[config.mk]
export PLATFORM = sky130hd
export DESIGN_NAME = if_prefetch_queue_flat
export DESIGN_NICKNAME = d
export VERILOG_FILES = /design/src/rtl/if_prefetch_queue_pkg.sv /design/src/rtl/if_prefetch_queue_if.sv /design/src/rtl/if_prefetch_queue_pf_fifo.sv /design/src/rtl/if_prefetch_queue.sv /design/src/flat_wrapper.sv
export SDC_FILE = /design/constraint.sdc
export NUM_CORES = 1
export LEC_CHECK = 0
export CAP_MARGIN = 20
export CORE_UTILIZATION = 55
export CTS_BUF_LIST = sky130_fd_sc_hd__clkbuf_4
export CTS_CLUSTER_SIZE = 25
export DETAILED_ROUTE_END_ITERATION = 12
export GPL_TIMING_DRIVEN = 0
export PLACE_DENSITY = 0.82
export SLEW_MARGIN = 30
export SYNTH_ARGS = -nofsm -noshare
export SYNTH_HDL_FRONTEND = slang
export SYNTH_HIERARCHICAL = 1
export SYNTH_SLANG_ARGS = --single-unit
[constraint.sdc]
create_clock -name clk -period 8.4 [get_ports clk]
set_input_delay 0.84 -clock clk [delete_from_list [all_inputs] [get_ports clk]]
set_output_delay 0.84 -clock clk [all_outputs]
set_load 0.02 [all_outputs]
[src/rtl/if_prefetch_queue_pkg.sv]
// Shared types and bus encodings for the instruction prefetch front end.
// Encodings match the sys_defs.vh values of BUS_NONE, BUS_LOAD and NOOP_INST.
package if_prefetch_queue_pkg;
  localparam logic [1:0]  BUS_NONE  = 2'h0;
  localparam logic [1:0]  BUS_LOAD  = 2'h1;
  localparam logic [31:0] NOOP_INST = 32'h47ff_041f;

  typedef struct packed {
    logic [31:0] pc;
    logic [31:0] ir;
  } fetch_entry_t;
endpackage

[src/rtl/if_prefetch_queue_if.sv]
// Bundles the redirect, imem and IF/ID signals of the prefetch front end.
// master = prefetch unit, slave = surrounding pipeline and memory.
interface if_prefetch_queue_if;
  logic        ex_take_branch_out;
  logic [31:0] ex_target_PC_out;
  logic        if_stall;
  logic [31:0] proc2Imem_addr;
  logic [1:0]  proc2Imem_command;
  logic        Imem2proc_ready;
  logic        Imem2proc_valid;
  logic [31:0] Imem2proc_data;
  logic [31:0] if_PC_out;
  logic [31:0] if_NPC_out;
  logic [31:0] if_IR_out;
  logic        if_valid_inst_out;

  modport master (
    input  ex_take_branch_out, ex_target_PC_out, if_stall,
           Imem2proc_ready, Imem2proc_valid, Imem2proc_data,
    output proc2Imem_addr, proc2Imem_command,
           if_PC_out, if_NPC_out, if_IR_out, if_valid_inst_out
  );

  modport slave (
    output ex_take_branch_out, ex_target_PC_out, if_stall,
           Imem2proc_ready, Imem2proc_valid, Imem2proc_data,
    input  proc2Imem_addr, proc2Imem_command,
           if_PC_out, if_NPC_out, if_IR_out, if_valid_inst_out
  );
endinterface

[src/rtl/if_prefetch_queue_pf_fifo.sv]
// Circular FIFO of fetched {pc, ir} entries; clear wins over push and pop.
module pf_fifo
  import if_prefetch_queue_pkg::*;
#(
  parameter int DEPTH = 4
) (
  input  logic                   clk,
  input  logic                   rst,
  input  logic                   i_push,
  input  fetch_entry_t           i_data,
  input  logic                   i_pop,
  input  logic                   i_clear,
  output fetch_entry_t           o_head,
  output logic                   o_full,
  output logic                   o_empty,
  output logic [$clog2(DEPTH):0] o_count
);
  localparam int AW = $clog2(DEPTH);
  localparam logic [AW:0] FULL_CNT = (AW+1)'(DEPTH);

  fetch_entry_t  r_mem [DEPTH];
  logic [AW-1:0] r_wp, r_rp;
  logic [AW:0]   r_count;
  logic          w_push, w_pop;

  assign o_full  = (r_count == FULL_CNT);
  assign o_empty = (r_count == '0);
  assign o_count = r_count;
  assign o_head  = r_mem[r_rp];
  assign w_push  = i_push && !o_full;
  assign w_pop   = i_pop && !o_empty;

  // DEPTH is a power of two, so the pointers wrap on their own.
  always_ff @(posedge clk or posedge rst) begin
    if (rst) begin
      r_wp    <= '0;
      r_rp    <= '0;
      r_count <= '0;
    end else if (i_clear) begin
      r_wp    <= '0;
      r_rp    <= '0;
      r_count <= '0;
    end else begin
      if (w_push) r_wp <= r_wp + AW'(1);
      if (w_pop)  r_rp <= r_rp + AW'(1);
      r_count <= r_count + (AW+1)'(w_push) - (AW+1)'(w_pop);
    end
  end

  always_ff @(posedge clk) begin
    if (w_push && !i_clear) r_mem[r_wp] <= i_data;
  end
endmodule

[src/rtl/if_prefetch_queue.sv]
// Instruction prefetch front end: credit-limited in-order fetch issue, a small
// return queue, and redirect handling that discards in-flight responses.
module if_prefetch_queue
  import if_prefetch_queue_pkg::*;
#(
  parameter int          DEPTH           = 4,
  parameter int          MAX_OUTSTANDING = 2,
  parameter logic [31:0] RESET_PC        = 32'h0
) (
  input  logic                clk,
  input  logic                rst,
  if_prefetch_queue_if.master bus
);
  localparam int CW = $clog2(DEPTH) + 1;
  localparam int OW = $clog2(MAX_OUTSTANDING) + 1;

  logic [31:0]   r_fetch_pc, r_ret_pc;
  logic [OW-1:0] r_outst, r_drop;
  logic [CW-1:0] w_count;
  logic [31:0]   w_target;
  logic          w_full, w_empty, w_redirect, w_issue, w_accept;
  logic          w_resp, w_discard, w_push, w_pop, w_valid;
  fetch_entry_t  w_head, w_new;

  assign w_redirect = bus.ex_take_branch_out;
  assign w_target   = bus.ex_target_PC_out & ~32'h3;

  // Credit rule: queued plus in-flight words never exceed DEPTH, so a response
  // always has a free slot.
  assign w_issue   = !rst && !w_redirect && (int'(r_outst) < MAX_OUTSTANDING)
                     && ((int'(w_count) + int'(r_outst)) < DEPTH);
  assign w_accept  = w_issue && bus.Imem2proc_ready;
  assign w_resp    = bus.Imem2proc_valid;
  assign w_discard = w_resp && (r_drop != '0);
  assign w_push    = w_resp && !w_discard && !w_redirect;
  assign w_valid   = !w_empty && !w_redirect;
  assign w_pop     = w_valid && !bus.if_stall;
  assign w_new     = '{pc: r_ret_pc, ir: bus.Imem2proc_data};

  assign bus.proc2Imem_addr    = r_fetch_pc;
  assign bus.proc2Imem_command = w_issue ? BUS_LOAD : BUS_NONE;
  assign bus.if_valid_inst_out = w_valid;
  assign bus.if_PC_out         = w_valid ? w_head.pc : 32'h0;
  assign bus.if_NPC_out        = w_valid ? (w_head.pc + 32'd4) : 32'h0;
  assign bus.if_IR_out         = w_valid ? w_head.ir : NOOP_INST;

  pf_fifo #(.DEPTH(DEPTH)) u_fifo (
    .clk     (clk),
    .rst     (rst),
    .i_push  (w_push),
    .i_data  (w_new),
    .i_pop   (w_pop),
    .i_clear (w_redirect),
    .o_head  (w_head),
    .o_full  (w_full),
    .o_empty (w_empty),
    .o_count (w_count)
  );

  always_ff @(posedge clk or posedge rst) begin
    if (rst) begin
      r_fetch_pc <= RESET_PC;
      r_ret_pc   <= RESET_PC;
      r_outst    <= '0;
      r_drop     <= '0;
    end else begin
      r_outst <= r_outst + OW'(w_accept) - OW'(w_resp);
      if (w_redirect) begin
        // Everything still in flight after this cycle belongs to the old stream.
        r_fetch_pc <= w_target;
        r_ret_pc   <= w_target;
        r_drop     <= r_outst - OW'(w_resp);
      end else begin
        if (w_accept)  r_fetch_pc <= r_fetch_pc + 32'd4;
        if (w_push)    r_ret_pc   <= r_ret_pc + 32'd4;
        if (w_discard) r_drop     <= r_drop - OW'(1);
      end
    end
  end

  a_no_full_push: assert property (@(posedge clk) disable iff (rst) !(w_push && w_full));
  a_no_orphan_resp: assert property (@(posedge clk) disable iff (rst) !(w_resp && (r_outst == '0)));
endmodule

[src/flat_wrapper.sv]
// flat-port wrapper written by rule: the top's interface ports become plain ports
module if_prefetch_queue_flat import if_prefetch_queue_pkg::*;
#(
  parameter int          DEPTH           = 4,
  parameter int          MAX_OUTSTANDING = 2,
  parameter logic [31:0] RESET_PC        = 32'h0
)
  (clk, rst, bus_ex_take_branch_out, bus_ex_target_PC_out, bus_if_stall, bus_Imem2proc_ready, bus_Imem2proc_valid, bus_Imem2proc_data, bus_proc2Imem_addr, bus_proc2Imem_command, bus_if_PC_out, bus_if_NPC_out, bus_if_IR_out, bus_if_valid_inst_out);
  if_prefetch_queue_if bus_i ();
  input  logic clk;
  input  logic rst;
  input wire logic [$bits(bus_i.ex_take_branch_out)-1:0] bus_ex_take_branch_out;
  input wire logic [$bits(bus_i.ex_target_PC_out)-1:0] bus_ex_target_PC_out;
  input wire logic [$bits(bus_i.if_stall)-1:0] bus_if_stall;
  input wire logic [$bits(bus_i.Imem2proc_ready)-1:0] bus_Imem2proc_ready;
  input wire logic [$bits(bus_i.Imem2proc_valid)-1:0] bus_Imem2proc_valid;
  input wire logic [$bits(bus_i.Imem2proc_data)-1:0] bus_Imem2proc_data;
  output wire logic [$bits(bus_i.proc2Imem_addr)-1:0] bus_proc2Imem_addr;
  output wire logic [$bits(bus_i.proc2Imem_command)-1:0] bus_proc2Imem_command;
  output wire logic [$bits(bus_i.if_PC_out)-1:0] bus_if_PC_out;
  output wire logic [$bits(bus_i.if_NPC_out)-1:0] bus_if_NPC_out;
  output wire logic [$bits(bus_i.if_IR_out)-1:0] bus_if_IR_out;
  output wire logic [$bits(bus_i.if_valid_inst_out)-1:0] bus_if_valid_inst_out;
  assign bus_i.ex_take_branch_out = bus_ex_take_branch_out;
  assign bus_i.ex_target_PC_out = bus_ex_target_PC_out;
  assign bus_i.if_stall = bus_if_stall;
  assign bus_i.Imem2proc_ready = bus_Imem2proc_ready;
  assign bus_i.Imem2proc_valid = bus_Imem2proc_valid;
  assign bus_i.Imem2proc_data = bus_Imem2proc_data;
  assign bus_proc2Imem_addr = bus_i.proc2Imem_addr;
  assign bus_proc2Imem_command = bus_i.proc2Imem_command;
  assign bus_if_PC_out = bus_i.if_PC_out;
  assign bus_if_NPC_out = bus_i.if_NPC_out;
  assign bus_if_IR_out = bus_i.if_IR_out;
  assign bus_if_valid_inst_out = bus_i.if_valid_inst_out;
  if_prefetch_queue #(.DEPTH(DEPTH), .MAX_OUTSTANDING(MAX_OUTSTANDING), .RESET_PC(RESET_PC)) u_core (.clk(clk), .rst(rst), .bus(bus_i));
endmodule
Word-level counts from Yosys, hierarchy flattened
Memories as Yosys holds them, arrays and structs flattened.
Cells that the tools add are included.

operators by class
  equal/unequal tests = 1
  reductions and logical operators = 25
  multiplexer cells = 17
  magnitude comparators = 2
  $add $sub $neg = 12

operator list
  cell                   number
  $mux 32                7
  $add 32x3->32 const B  3
  $lt 32x4->1 const B    1
  $logic_and 1x1->1      12
  $mux 2                 6
  $reduce_bool 2->1      6
  $logic_not 1->1        6
  $add 2x1->2 const B    2
  $add 3x2->4            1
  $sub 2x1->2            2
  $add 3x1->3            1
  $eq 3x3->1 const B     1
  $logic_not 3->1        1
  $mux 1                 3
  $mux 3                 1
  $sub 3x1->3            1
  $add 2x1->2            1
  $lt 2x2->1 const B     1
  $sub 2x1->2 const B    1

word-level totals
  RAM bits = 256
  register bits = 75
  memories = 1
  bits of input ports = 70
  output and inout port bits = 131
  word-level logic and storage cells = 65

memories
  name                 depth  width  rd ports  clocked after memory_dff  write ports  line                             text
  u_core.u_fifo.r_mem  4      64     1         0                         1            if_prefetch_queue_pf_fifo.sv:21  fetch_entry_t r_mem [DEPTH];

Depth between registers and ports, before layout
Gate-level depths: netlist of run 1.

  depth after elaboration = 9
  mapped depth = 14
  depth with buffers taken out = 12

Cells and area by module
The synthesis of run 1 kept the hierarchy.

by module, submodules not included
  module             area each (sq um)  times used  cells each  sequential area each (sq um)
  pf_fifo            9681.8             1           383         7862.5
  if_prefetch_queue  4899.7             1           600         1601.5

Least setup slack after synthesis of run 1
No wires, ideal clock.

  path kind = input to register
  start point = in bus_ex_take_branch_out
  end point = mem u_core/u_fifo/r_mem[0][0] (netlist bit) (enable)
  stages = 6
  setup time = 429 ps
  path buffers = 2
  slack = 4799 ps
  data required time = 7971 ps
  data arrival time = 3172 ps
  cell sequence = clkbuf_1 clkbuf_1 nor2_1 inv_1 nor3_1 and2_1

between the ends
  word-level cells in the longest chain between the ends = 6

ends and longest elaborated chain
  what                          line                             text
  start, declared               flat_wrapper.sv:12               input wire logic [$bits(bus_i.ex_take_branch_out)-1:0] bus_ex_take_branch_out;
  $logic_not 1->1               if_prefetch_queue.sv:35          assign w_push = w_resp && !w_discard && !w_redirect;
  $logic_and 1x1->1             if_prefetch_queue.sv:35
  via u_core.w_push             if_prefetch_queue.sv:22          logic w_resp, w_discard, w_push, w_pop, w_valid;
  $logic_and 1x1->1             if_prefetch_queue_pf_fifo.sv:30  assign w_push = i_push && !o_full;
  $logic_and 1x1->1             if_prefetch_queue_pf_fifo.sv:51  if (w_push && !i_clear) r_mem[r_wp] <= i_data;
  $mux 1                        if_prefetch_queue_pf_fifo.sv:51
  $mux 1 (implied by the code)  if_prefetch_queue_pf_fifo.sv:51
  end, declared                 if_prefetch_queue_pf_fifo.sv:21

The timed path passes the listed nets, and every way through them passes these cells.

==> run metrics, run 1 <==
#FFs+latches synth=327; switching power=975 uW; startpoint types=register; cell-internal power=2.80 mW; cts repair resizes=0; hold slack final=0.530 ns; Clock Path Buffers=3; Worst-path clk slew=0.07 ns; # H-tree levels=3; DRT iter0 DRCs=769; Post-Syn Instances=983; Num CTS Buffers=80; die extent in x=165 um; final period utilization=60.8%; largest net degree at the start of global routing=50; total track usage=26.1%; worst r2r src=u_core/u_fifo/o_count[1]; GR Overflow Total=0; Final #Nets=1360; outcome=finished clean; setup tns final=0 ns; CP cell instances=buf_4 -> clkbuf_1 -> mux4_2 -> nand3_2 -> nor3_1 -> nand4_1 -> xnor2_1 -> and2_1 -> clkdlybuf4s50_1; Setup CP Type=reg -> out; top_reg_cell synth=edfxtp_1; Vias=9609; critical path arrival=4.27 ns; P&R area growth vs syn=25.0%; RSZ-0062 raised after global routing=no; crit path from=u_core/u_fifo/r_rp[1]; Post-synth EDFFs=256; post-route ant nets=0; sequential fraction of the synthesis area=64.9%; combinational power share=13.3%; worst min path class=in -> async; TritonCTS clock tree=yes; # Max-Cap Violations=0; number of setup buffers added after CTS=0; Clk pwr share=36.4%; most common cell after layout, fill and taps aside=edfxtp_1; Syn Std Cell Area=0.0146 mm2; CP Data Required Time=7.56 ns; drt total wl=34200 um; pre-CTS WS=3.61 ns; Area after DPL=0.0171 mm2; endpoints failing setup=0; post-route cell area=0.0182 mm2; Setup Skew=0.0471 ns; delay of the slowest critical-path stage=0.77 ns; Rel. slew slack=38.6%; Via-to-Cell Ratio=5.73; Final Total Pwr=3.78 mW; number of placement rows=59; synthesis warning total=6; Switching Fraction=25.8%; DRC=0; commonest non-fill, non-tap cells in the layout=256 x edfxtp_1, 195 x clkdlybuf4s50_1, 120 x clkbuf_4; CP Capture Type=output pin; hpwl dp=23000 um; Avg Synthesized Cell Area=14.8 um2; Seq pwr share=50.3%; fin crit period=5.11 ns; Final Hold Fails=0; PD cells=207 mW/mm2; number of global-route vias before repair=9725; RePlAce Congestion=0.894; clock sinks=327; FFs w/ async S/R, synth=21.7%; Pins Over Slew Limit=0; cell leakage power=6.34 nW; num ports=201; CP max stage cell=nor3_1; clk root buf=clkbuf_4; Worst-Margin Slew=0.913 ns; VDD IR max=0.0938 mV; fmax=196 MHz; Port Buffer Count=195; die footprint=0.0272 mm2; global-route wire length before repair=52900 um; later-pin clock latency in the skew report=0.69 ns; Yosys cell types=56; Die Y=165 um; area of the core=0.0261 mm2; Post-CTS Hold Fix Bufs=0; ratio of cells with drive above 1 in the final layout=18.9%; crit-path max FO=10; initial antenna violation count=2; WL/cell=20.4 um; Starting Density=56.0%; DRT Pass-1 Iters=5; Final WS setup=3.29 ns
==> through the flow <==
stage | cells | utilization (%)
5_1_grt | 1677 | 69.9
3_3_place_gp | 1523 | 65.2
2_1_floorplan | 993 | -
3_5_place_dp | 1528 | 65.7
6_report | 1678 | 69.9
4_1_cts | 1676 | 69.9
==> Yosys cell counts (5+ instances only) <==
cell,n,area (um2)
or3_1,22,138
nand3_1,37,185
edfxtp_1,256,7690
a21oi_1,10,50.1
o21ai_0,33,165
and3_1,16,100
nor2_1,66,248
a21boi_0,5,37.5
and4_1,10,87.6
inv_1,26,97.6
nand4_1,36,225
mux4_2,64,1440
clkbuf_1,28,105
buf_2,11,55.1
xor2_1,38,333
o311ai_0,5,43.8
mux2_2,11,124
buf_4,11,82.6
nor3_1,11,55.1
nor4_1,6,37.5
nand2b_1,7,43.8
and2_1,54,338
dfrtp_1,71,1780
xnor2_1,35,307
ha_1,14,175
o211ai_1,8,60.1
nand2_1,54,203
==> sequential cells by signal, summed over array words and instances, names as in the netlist <==
signal / count
u_core/u_fifo/r_mem: 256
u_core/bus.proc2Imem_addr: 30
u_core/r_ret_pc: 30
u_core/u_fifo/o_count: 3
u_core/r_drop: 2
u_core/r_outst: 2
u_core/u_fifo/r_rp: 2
u_core/u_fifo/r_wp: 2
==> final cells by class <==
cell class | count | area [um2]
antenna | 2 | 5.00
buffer | 52 | 269
clock buffer | 120 | 901
clock inverter | 28 | 205
fill | 1751 | 7830
inverter | 27 | 104
multi-input combinational | 587 | 4800
sequential | 327 | 9460
tap | 335 | 419
timing repair buffer | 200 | 2060
==> logic make-up (layout without fill, tap and decap cells) <==
group,Yosys count,after routing,share of synthesized area (%)
simple gates,339,339,12.9
mux,78,78,10.9
buf+inv,79,427,2.54
flops,327,327,64.9
xor+xnor,73,73,4.38
compound gates,71,71,2.97
fa+ha+maj,15,15,1.34
other cells,1,13,0.0257
==> power by group through the flow <==
stage | logic [mW] | clock network [mW] | registers (mW)
after floorplan | 0.261 | 0 | 1.93
after global placement | 0.486 | 0 | 1.93
after detailed placement | 0.500 | 0 | 1.93
after CTS | 0.504 | 1.40 | 1.90
after global routing | 0.545 | 1.49 | 1.91
final | 0.503 | 1.38 | 1.90
==> worst paths after layout <==
path | end | cells past startpoint | slack, ns
setup / recovery | bus_if_NPC_out[29] | 9 | 3.29
hold / removal | u_core/r_outst[1] | 2 | 0.53
setup reg to reg | u_core/u_fifo/o_count[2] | 14 | 4.20
hold reg to reg | u_core/u_fifo/r_mem[2][63] | 0 | 0.54
max in group asynchronous | u_core/r_ret_pc[4] | 3 | 7.35
min in group clk | u_core/u_fifo/r_mem[2][63] | 0 | 0.54
==> per-layer routing <==
metal  global-route usage (%)  up-vias  wire length (um)
li1                         -     4375                 -
met1                     35.8     4753             13900
met2                     42.8      432             17200
met3                     4.75       49              2610
met4                     7.80        0               495
met5                        0        -                 0
==> critical path, delay by kind of cell (launching register included) <==
family | cells | cell delay (ns)
simple gates | 4 | 1.33
mux | 1 | 0.41
buf+inv | 3 | 1.27
xor+xnor | 1 | 0.22
flops | 1 | 0.36
Power figures use the tool's default switching activity.
==> inputs of run 2 (changes only) <==
Clock period 8.4 ns to 5.25 ns, I/O delays scaled along.
==> results of run 2 <==
The final DEF is identical to that of run 1. Status: finished clean.
Main changes from that run: setup slack after placement 3.61 ns -> 1.04 ns; setup slack after layout 3.29 ns -> 0.459 ns; hold slack 0.530 ns -> 0.215 ns; register-to-register setup slack 4.20 ns -> 1.05 ns; total power 3.78 mW -> 6.05 mW; worst IR drop on VDD 0.0938 mV -> 0.150 mV
==> inputs of run 3 (changes only) <==
Settings changed: RECOVER_POWER set to 25, SETUP_SLACK_MARGIN set to 0.3.
==> run 3 against run 2 <==
The run now ends with max-capacitance violations, max-slew violations left. Combinational power fell by 1%. Register-to-register slack improved by 0.04 ns. Clock skew fell by 0.0042 ns. Count of clock-buffer cells in the layout did not move. Flip-flop and latch count did not move. Wire length fell by 0.42%. First-iteration DRC count fell by 1.4%. Via count barely moved. Clock power barely moved. Sequential share of layout area barely moved. Worst setup slack improved by 0.11 ns. Critical path type unchanged. Highest routed layer unchanged.
==> run metrics, run 3 (synthesis gave the netlist of run 1 again) <==
outcome=finished, violations left; failing checks=max-capacitance violations, max-slew violations; hpwl dp=23000 um (unchanged); largest net degree at the start of global routing=50 (unchanged); Die Y=165 um (unchanged); most common cell after layout, fill and taps aside=edfxtp_1; Clk pwr share=36.4% (about the same); area of the core=0.0261 mm2 (unchanged); Post-CTS Hold Fix Bufs=0 (unchanged); clock sinks=327 (unchanged); Via-to-Cell Ratio=5.73 (about the same); DRT iter0 DRCs=758 (-1.4%); DRT Pass-1 Iters=7 (+2); switching power=1.56 mW; delay of the slowest critical-path stage=0.63 ns (-0.14 ns); number of global-route vias before repair=9725 (unchanged); num ports=201 (unchanged); critical path arrival=4.15 ns (-0.12 ns); cell leakage power=6.34 nW (about the same); # H-tree levels=3 (unchanged); drt total wl=34000 um (-0.42%); Pins Over Slew Limit=50 (+50); Final #Nets=1360 (unchanged); Switching Fraction=25.8%; CP cell instances=buf_4 -> clkbuf_1 -> mux4_2 -> nand4_1 -> or3_4 -> nor4b_4 -> xnor2_1 -> nor2_1 -> clkdlybuf4s50_1; later-pin clock latency in the skew report=0.69 ns (about the same); clk root buf=clkbuf_4; crit-path max FO=10 (unchanged); Setup Skew=0.0429 ns (-0.00416 ns); commonest non-fill, non-tap cells in the layout=256 x edfxtp_1, 162 x clkdlybuf4s50_1, 120 x clkbuf_4; CP max stage cell=clkdlybuf4s50_1; PD cells=331 mW/mm2; combinational power share=13.2% (about the same); startpoint types=register; Clock Path Buffers=3 (unchanged); Setup CP Type=reg -> out; initial antenna violation count=2 (unchanged); ratio of cells with drive above 1 in the final layout=18.9% (+0.075 points); TritonCTS clock tree=yes; fmax=214 MHz; DRC=0 (unchanged); VDD IR max=0.150 mV; Final Total Pwr=6.04 mW; CP Data Required Time=4.72 ns; GR Overflow Total=0 (unchanged); Rel. slew slack=-78.2% (-120 points); final period utilization=89.1%; Final Hold Fails=0 (unchanged); Port Buffer Count=195 (unchanged); Vias=9615 (+0.062%); total track usage=26.1% (unchanged); # Max-Cap Violations=1 (+1); WL/cell=20.3 um (-0.42%); cell-internal power=4.48 mW; worst min path class=in -> async; Worst-path clk slew=0.06 ns (about the same); global-route wire length before repair=52900 um (unchanged); fin crit period=4.68 ns; Seq pwr share=50.4% (about the same); largest register by flop count=u_core/u_fifo/r_mem; die footprint=0.0272 mm2 (unchanged); P&R area growth vs syn=25.0% (about the same); post-route ant nets=0 (unchanged); RePlAce Congestion=0.894 (unchanged); Worst-Margin Slew=2.67 ns (+1.76 ns); max reg flops=256 (unchanged); Num CTS Buffers=80 (unchanged); Starting Density=56.0% (unchanged); CP Capture Type=output pin; fillers=1754 (+0.17%); setup tns final=0 ns (unchanged); number of placement rows=59 (unchanged); die extent in x=165 um (unchanged); RSZ-0062 raised after global routing=yes; endpoints failing setup=0 (unchanged)
==> run 3: area by class of cell <==
cell class                 instances  area, um2  area share (%)
antenna                            2       5.00          0.0275
buffer                            52        269            1.48
clock buffer                     120        901            4.94
clock inverter                    28        205            1.13
inverter                          27        103           0.563
multi-input combinational        587       4820            26.5
sequential                       327       9460            51.9
tap                              335        419            2.30
timing repair buffer             200       2040            11.2
==> run 3: worst paths after layout <==
| path | start | to | slack (ns) | depth (start not counted) |
|---|---|---|---|---|
| max | u_core/u_fifo/r_rp[1] | bus_if_NPC_out[31] | 0.57 | 9 |
| min | rst | u_core/u_fifo/r_rp[0] | 0.30 | 2 |
| max reg2reg | u_core/u_fifo/o_count[1] | u_core/u_fifo/o_count[2] | 1.09 | 14 |
| min reg2reg | u_core/r_ret_pc[31] | u_core/u_fifo/r_mem[2][63] | 0.54 | 0 |
| max in group asynchronous | rst | u_core/r_ret_pc[2] | 1.87 | 3 |
| min in group clk | bus_ex_target_PC_out[28] | u_core/bus.proc2Imem_addr[28] | 0.48 | 3 |
==> run 3: layer usage <==
layer	wire length, um	share of wire (%)	GRT usage (%)	vias up
li1	-	-	-	4380
met1	13800	41	35.8	4750
met2	17200	50	42.8	439
met3	2540	7.5	4.75	46
met4	487	1.4	7.80	0
met5	0	0	0	-
==> run 3: power by group through the flow <==
stage,Sequential (mW),Clock (mW),Combinational [mW]
4_1_cts,3.04,2.24,0.807
3_3_place_gp,3.08,0,0.778
5_1_grt,3.05,2.38,0.865
6_report,3.04,2.20,0.797
3_5_place_dp,3.09,0,0.800
2_1_floorplan,3.08,0,0.418
==> run 3: per-stage QoR <==
step	worst slack (ns)	instances	instance area (um2)	hold slack, ns	utilization, %
6_report	0.573	1678	18200	0.300	69.9
5_1_grt	0.292	1677	18200	0.284	69.9
4_1_cts	0.328	1676	18200	0.173	69.9
3_5_place_dp	1.04	1528	17100	0.524	65.7
3_3_place_gp	-0.176	1523	17000	0.520	65.2
2_1_floorplan	1.96	993	14600	0.328	-
==> run 3: timing repair <==
action / CTS / global route
setup buffers: 0 / 0
resized for setup: 0 / 3
endpoints found under the setup margin: 0 / 8
==> run 3: critical path, delay by kind of cell, from the launching register on <==
family / cells / cell delay, ns
flip-flops: 1 / 0.36
buffers and inverters: 3 / 1.37
AND/OR/NAND/NOR: 4 / 1.20
XOR/XNOR: 1 / 0.09
multiplexers: 1 / 0.45
